[src/rtl/fp_sched_pkg.sv]
`default_nettype none
// ============================================================================
// Module   : fp_sched_pkg
// Brief    : Shared op encodings, scheduler states and FP constants.
// Revision : 1.0
// ============================================================================
package fp_sched_pkg;

   localparam logic [1:0] OP_ADD = 2'b00;
   localparam logic [1:0] OP_SUB = 2'b01;
   localparam logic [1:0] OP_MUL = 2'b10;
   localparam logic [1:0] OP_DIV = 2'b11;

   localparam logic [31:0] FP_QNAN = 32'h7FC0_0000;

   typedef enum logic [1:0] {
      ST_IDLE  = 2'd0,
      ST_ISSUE = 2'd1,
      ST_WAIT  = 2'd2,
      ST_RESP  = 2'd3
   } sched_state_t;

   // Modular index step used by the round-robin search and pointer update.
   function automatic int wrap_add(input int base, input int off, input int n);
      return (base + off) % n;
   endfunction

endpackage
`default_nettype wire

[src/rtl/fp_op_scheduler_rr_arbiter.sv]
`default_nettype none
// ============================================================================
// Module   : rr_arbiter
// Brief    : NREQ-way round-robin arbiter; pointer advances past the winner on en.
// Revision : 1.0
// ============================================================================
module rr_arbiter
   import fp_sched_pkg::*;
#(
   parameter int NREQ = 2
) (
   input  logic                    clk,
   input  logic                    rst_n,
   input  logic [NREQ-1:0]         req,
   input  logic                    en,
   output logic [NREQ-1:0]         grant,
   output logic [$clog2(NREQ)-1:0] grant_idx,
   output logic                    any
);

   localparam int ID_W = $clog2(NREQ);

   logic [ID_W-1:0] r_ptr;
   logic [ID_W-1:0] w_idx;

   // Scan from the farthest offset down so the entry closest to the pointer wins.
   always_comb begin
      grant     = '0;
      grant_idx = '0;
      any       = 1'b0;
      w_idx     = '0;
      for (int off = NREQ - 1; off >= 0; off--) begin
         w_idx = ID_W'(wrap_add(int'(r_ptr), off, NREQ));
         if (req[w_idx]) begin
            grant_idx = w_idx;
            any       = 1'b1;
         end
      end
      if (any) begin
         grant[grant_idx] = 1'b1;
      end
   end

   always_ff @(posedge clk or negedge rst_n) begin
      if (!rst_n) begin
         r_ptr <= '0;
      end else if (en && any) begin
         r_ptr <= ID_W'(wrap_add(int'(grant_idx), 1, NREQ));
      end
   end

endmodule
`default_nettype wire

[src/rtl/fp_op_scheduler.sv]
`default_nettype none
// ============================================================================
// Module   : fp_op_scheduler
// Brief    : Shares one FP datapath between NREQ requesters, one op in flight.
// Revision : 1.0
// ============================================================================
module fp_op_scheduler
   import fp_sched_pkg::*;
#(
   parameter int DATA_W  = 32,
   parameter int NREQ    = 2,
   parameter int TIMEOUT = 64
) (
   input  logic                     clk,
   input  logic                     rst_n,
   input  logic [NREQ-1:0]          req_valid,
   output logic [NREQ-1:0]          req_ready,
   input  logic [2*NREQ-1:0]        req_op,
   input  logic [DATA_W*NREQ-1:0]   req_a,
   input  logic [DATA_W*NREQ-1:0]   req_b,
   output logic [1:0]               fpu_sel,
   output logic [DATA_W-1:0]        fpu_a,
   output logic [DATA_W-1:0]        fpu_b,
   output logic                     fpu_start,
   input  logic                     fpu_done,
   input  logic [DATA_W-1:0]        fpu_result,
   output logic                     rsp_valid,
   input  logic                     rsp_ready,
   output logic [$clog2(NREQ)-1:0]  rsp_id,
   output logic [DATA_W-1:0]        rsp_data,
   output logic                     rsp_err
);

   localparam int ID_W  = $clog2(NREQ);
   localparam int CNT_W = (TIMEOUT > 1) ? $clog2(TIMEOUT) : 1;

   sched_state_t      r_state;
   sched_state_t      w_next;
   logic [CNT_W-1:0]  r_cnt;
   logic [NREQ-1:0]   w_grant;
   logic [ID_W-1:0]   w_gidx;
   logic              w_any;
   logic              w_accept;
   logic              w_timeout;

   logic [1:0]        w_op [NREQ];
   logic [DATA_W-1:0] w_a  [NREQ];
   logic [DATA_W-1:0] w_b  [NREQ];

   for (genvar gi = 0; gi < NREQ; gi++) begin : g_unpack
      assign w_op[gi] = req_op[2*gi +: 2];
      assign w_a[gi]  = req_a[DATA_W*gi +: DATA_W];
      assign w_b[gi]  = req_b[DATA_W*gi +: DATA_W];
   end

   rr_arbiter #(
      .NREQ      (NREQ)
   ) u_arb (
      .clk       (clk),
      .rst_n     (rst_n),
      .req       (req_valid),
      .en        (w_accept),
      .grant     (w_grant),
      .grant_idx (w_gidx),
      .any       (w_any)
   );

   assign w_timeout = (r_cnt == CNT_W'(TIMEOUT - 1));

   always_ff @(posedge clk or negedge rst_n) begin
      if (!rst_n) begin
         r_state <= ST_IDLE;
      end else begin
         r_state <= w_next;
      end
   end

   // req_ready is masked by rst_n so nothing is offered while reset is held.
   always_comb begin
      w_next    = r_state;
      w_accept  = 1'b0;
      req_ready = '0;
      fpu_start = 1'b0;
      rsp_valid = 1'b0;
      case (r_state)
         ST_IDLE: begin
            req_ready = w_grant & {NREQ{rst_n}};
            if (w_any) begin
               w_accept = 1'b1;
               w_next   = ST_ISSUE;
            end
         end
         ST_ISSUE: begin
            fpu_start = 1'b1;
            w_next    = ST_WAIT;
         end
         ST_WAIT: begin
            if (fpu_done || w_timeout) begin
               w_next = ST_RESP;
            end
         end
         ST_RESP: begin
            rsp_valid = 1'b1;
            if (rsp_ready) begin
               w_next = ST_IDLE;
            end
         end
         default: begin
            w_next = ST_IDLE;
         end
      endcase
   end

   // Operand and response registers only move on their own state's events.
   always_ff @(posedge clk or negedge rst_n) begin
      if (!rst_n) begin
         fpu_sel  <= '0;
         fpu_a    <= '0;
         fpu_b    <= '0;
         rsp_id   <= '0;
         rsp_data <= '0;
         rsp_err  <= 1'b0;
         r_cnt    <= '0;
      end else begin
         case (r_state)
            ST_IDLE: begin
               if (w_accept) begin
                  fpu_sel <= w_op[w_gidx];
                  fpu_a   <= w_a[w_gidx];
                  fpu_b   <= w_b[w_gidx];
                  rsp_id  <= w_gidx;
               end
            end
            ST_ISSUE: begin
               r_cnt <= '0;
            end
            ST_WAIT: begin
               if (fpu_done) begin
                  rsp_data <= fpu_result;
                  rsp_err  <= 1'b0;
               end else if (w_timeout) begin
                  rsp_data <= DATA_W'(FP_QNAN);
                  rsp_err  <= 1'b1;
               end else begin
                  r_cnt <= r_cnt + 1'b1;
               end
            end
            default: begin
            end
         endcase
      end
   end

endmodule
`default_nettype wire
[config.mk]
export PLATFORM = sky130hd
export DESIGN_NAME = fp_op_scheduler
export DESIGN_NICKNAME = d
export VERILOG_FILES = /design/src/rtl/fp_sched_pkg.sv /design/src/rtl/fp_op_scheduler_rr_arbiter.sv /design/src/rtl/fp_op_scheduler.sv
export SDC_FILE = /design/constraint.sdc
export NUM_CORES = 1
export LEC_CHECK = 0
export ABC_AREA = 1
export BUFFER_PORTS_ARGS = -buffer_cell sky130_fd_sc_hd__buf_4
export CAP_MARGIN = 0
export CORE_ASPECT_RATIO = 0.75
export CORE_MARGIN = 2
export CORE_UTILIZATION = 44
export DETAILED_ROUTE_END_ITERATION = 16
export PLACE_DENSITY = 0.83
export SYNTH_ARGS = -nofsm -noshare
export SYNTH_HDL_FRONTEND = slang
export SYNTH_SLANG_ARGS = --single-unit
[constraint.sdc]
create_clock -name clk -period 1.8 [get_ports clk]
set_input_delay 0.36 -clock clk [delete_from_list [all_inputs] [get_ports clk]]
set_output_delay 0.36 -clock clk [all_outputs]
set_load 0.02 [all_outputs]
==> flow_summary_export.csv <==
group,metric,value,unit
status,status,"finished with violations",
status,failed_checks,"setup timing",
floorplan,start_util,44.7,%
logic_synthesis,syn_area_per_cell,8.08,um^2
critical_path,cp.arrival,1.44,ns
logic_synthesis,async_flop_share,100,%
floorplan,chipHeight,94.8,um
critical_path,path_depth,7,
floorplan,die-area,11900,um^2
global_route,antenna_found_initial,0,
floorplan,coreArea,10800,um^2
logic_synthesis,synth.area.top_cells,"dfrtp_1, nand2_1, nand3_1, ha_1, inv_1",
clocking,clk_pin_slew,0.07,ns
power,pwr_density_cell,1670,nW/um^2
floorplan,pin_count,274,
timing,slew_violations,0,
critical_path,critical_path_required,1.44,ns
global_route,globalRoute.totalOverflow,0,
timing,max_freq,555,MHz
critical_path,path_delay_family,"flip-flops",
route,dr_wl_met2,7500,um
timing,fin_crit_sh,100,%
logic_synthesis,synth_top_cells_by_count,"nand2_1, dfrtp_1, nand3_1",
critical_path,cp_cell_sequence,"inv_2, ha_4, o21ai_4, nor2_4, inv_2, nor2_4, buf_6",
floorplan,rows,33,
cells_and_area,fin_area,7470,um^2
timing,worstMarginPinSlew,0.751,ns
power,p_int,0.00727,W
worst_hold_path,hold_path_class,"in -> async",
placed_design,portBuffers,273,
critical_path,reg2reg_to,"r_state[0]$_DFFE_PN0P_",
timing,setup_slack,-0.00186,ns
route,drc_errors,0,
power,power_switching,0.00519,W
critical_path,crit_path_end,"req_ready[0]",
cells_and_area,multi_input_area,1930,um^2
cells_and_area,diodes,0,
route,met1_length,6270,um
timing,setup_tns,-0.00186,ns
critical_path,r2r-start,"r_state[0]$_DFFE_PN0P_",
critical_path,cp_slowest_cell,"dfrtp_1",
route,top_layer_used,"met4",
power,p_seq_share,34.2,%
cells_and_area,num-nets-final,1060,
timing,fin_skew,0.00479,ns
critical_path,end_kind,"primary output",
clocking,cts_root_buffer,"clkbuf_16",
timing,max_slew_margin,50.0,%
critical_path,crit_type,"reg -> out",
critical_path,r2r_slack,0.15,ns
placed_design,dpl_cell_area,7060,um^2
power,swShare,41.6,%
logic_synthesis,yosysWarnings,0,
critical_path,path_buf_inv,3,
logic_synthesis,ys_ff_latch,109,
global_route,grt_pass1_vias,4713,
global_route,grt_usage,24.8,%
critical_path,critPathLaunchType,"register",
timing,rsz0062_at_grt,"true",
cells_and_area,register_area,2730,um^2
power,cellLeakagePower,4.08,nW
critical_path,rr_worst_depth,9,
route,drt_wl_total,15000,um
route,ant_nets,0,
clocking,ctsHtreeMaxLevel,3,
logic_synthesis,ys_seq_area_share,56.4,%
power,p_comb_share,51.1,%
flow_run,cap_violations,0,
route,routedWlPerCell,14.6,um
placed_design,place_congestion,0.798,
logic_synthesis,syn_inst,599,
clocking,tritoncts.num_buffers,9,
global_route,grt_start_max_net_pins,58,
timing,fin_crit,1.80,ns
clocking,ctsLongestPathBuffers,2,
route,first_pass_iters,4,
global_route,grt_pass1_wl,23500,um
critical_path,cp_max_fo,5,
route,vias,4942,
clocking,cts_tree,"yes",
cells_and_area,area_delta_synth_final,54.5,%
route,met3WireLength,1060,um
logic_synthesis,synth_edf_count,0,
clocking,cts_hold_buf,0,
logic_synthesis,synth.net_count,775,
power,clkPwrFrac,14.8,%
timing,setup_viol,1,
timing,finalHoldViolations,0,
logic_synthesis,netlist.area_leader.share,56.4,%
critical_path,critical-path-max-stage-delay,0.39,ns
clocking,cts_sinks,109,
route,drt_iter0_markers,225,
route,avgViaCountPerCell,4.81,
logic_synthesis,synth.most_common_cell,"nand2_1",
floorplan,die_w,125,um
critical_path,crit_start,"r_state[0]$_DFFE_PN0P_",
logic_synthesis,netlist-cell-type-count,19,
cells_and_area,drive_above_1_share,37.8,%
logic_synthesis,synth_area_leader_cell,"dfrtp_1",
logic_synthesis,synth_top_flop_cell,"dfrtp_1",
clocking,clock_latency,0.35,ns
placed_design,place_hpwl,10700,um
cells_and_area,fillers,885,
logic_synthesis,syn_area,4840,um^2
power,ir_worst_vdd,0.756,mV
-- power groups by stage --
stage	logic [W]	registers, W	clock network [W]
2_1_floorplan	0.00214	0.00550	0
3_3_place_gp	0.00603	0.00424	0
3_5_place_dp	0.00618	0.00425	0
4_1_cts	0.00634	0.00424	0.00190
5_1_grt	0.00693	0.00439	0.00201
6_report	0.00636	0.00426	0.00184
-- kinds of logic after synthesis --
logic type / share of synthesized area, %
adders and majority gates: 1.55
and+or+nand+nor: 36.8
buffers and inverters: 4.63
AOI/OAI and AO/OA: 0.647
DFF: 56.4
-- metrics by stage --
| step | hold slack (ns) | setup WS (ns) | cells | total power [W] | utilization, % |
|---|---|---|---|---|---|
| detailed placement | 0.462 | 0.104 | 998 | 0.0104 | 65.3 |
| CTS | 0.179 | -0.0287 | 1024 | 0.0125 | 68.7 |
| global route | 0.199 | -0.0728 | 1028 | 0.0133 | 69.1 |
| finish | 0.159 | -0.00186 | 1028 | 0.0125 | 69.1 |
| floorplan | 0.0644 | 0.000699 | 599 | 0.00764 | - |
| global placement | 0.455 | 0.168 | 998 | 0.0103 | 65.3 |
-- cell usage in the layout (no fill, tap or decap), types with 4 or more instances in the layout --
cell type    n
buf_4      296
clkbuf_16    9
dfrtp_1    109
ha_1         5
inv_1       15
inv_2        4
nand2_1    320
nand3_1     87
nor2_1       9
nor2_4       4
or2_2       10
-- how the worst min path moves through the flow --
stage	from	slack (ns)	to	depth (start not counted)
4_1_cts	rst_n	0.18	fpu_b[20]$_DFFE_PN0P_	2
6_report	rst_n	0.16	fpu_b[20]$_DFFE_PN0P_	2
3_3_place_gp	rsp_data[1]$_DFFE_PN0P_	0.46	rsp_data[1]$_DFFE_PN0P_	2
3_5_place_dp	rsp_data[15]$_DFFE_PN0P_	0.46	rsp_data[15]$_DFFE_PN0P_	2
5_1_grt	req_b[3]	0.20	fpu_b[3]$_DFFE_PN0P_	3
2_1_floorplan	rst_n	0.06	fpu_a[0]$_DFFE_PN0P_	0
-- state kept, by name (all words and copies together) (netlist names) --
name and flops:
fpu_sel 2, r_cnt 6, fpu_a 32, u_arb.r_ptr 1, rsp_err 1, rsp_data 32, fpu_b 32, rsp_id 1
r_state 2
-- area by class of cell --
| type | count | area share (%) |
|---|---|---|
| multi-input cells | 444 | 25.8 |
| flip-flops and latches | 109 | 36.5 |
| repair buffers | 301 | 30.8 |
| inverters | 19 | 0.954 |
| well taps | 140 | 2.34 |
| clock buffers | 11 | 3.25 |
| clock inverters | 4 | 0.335 |
-- per-layer routing --
metal / up-vias / global-route usage (%)
met2: 172 / 42.8
met3: 16 / 6.91
met4: 0 / 5.65
met1: 2322 / 31.5
li1: 2432 / -
met5: - / 0
-- what timing repair did --
item                       4_1_cts  5_1_grt
buffers inserted                11        4
gates resized for setup          7        4
setup endpoints to repair        2       21
pin swaps                        4        4
(Power assumes the default switching activity.)
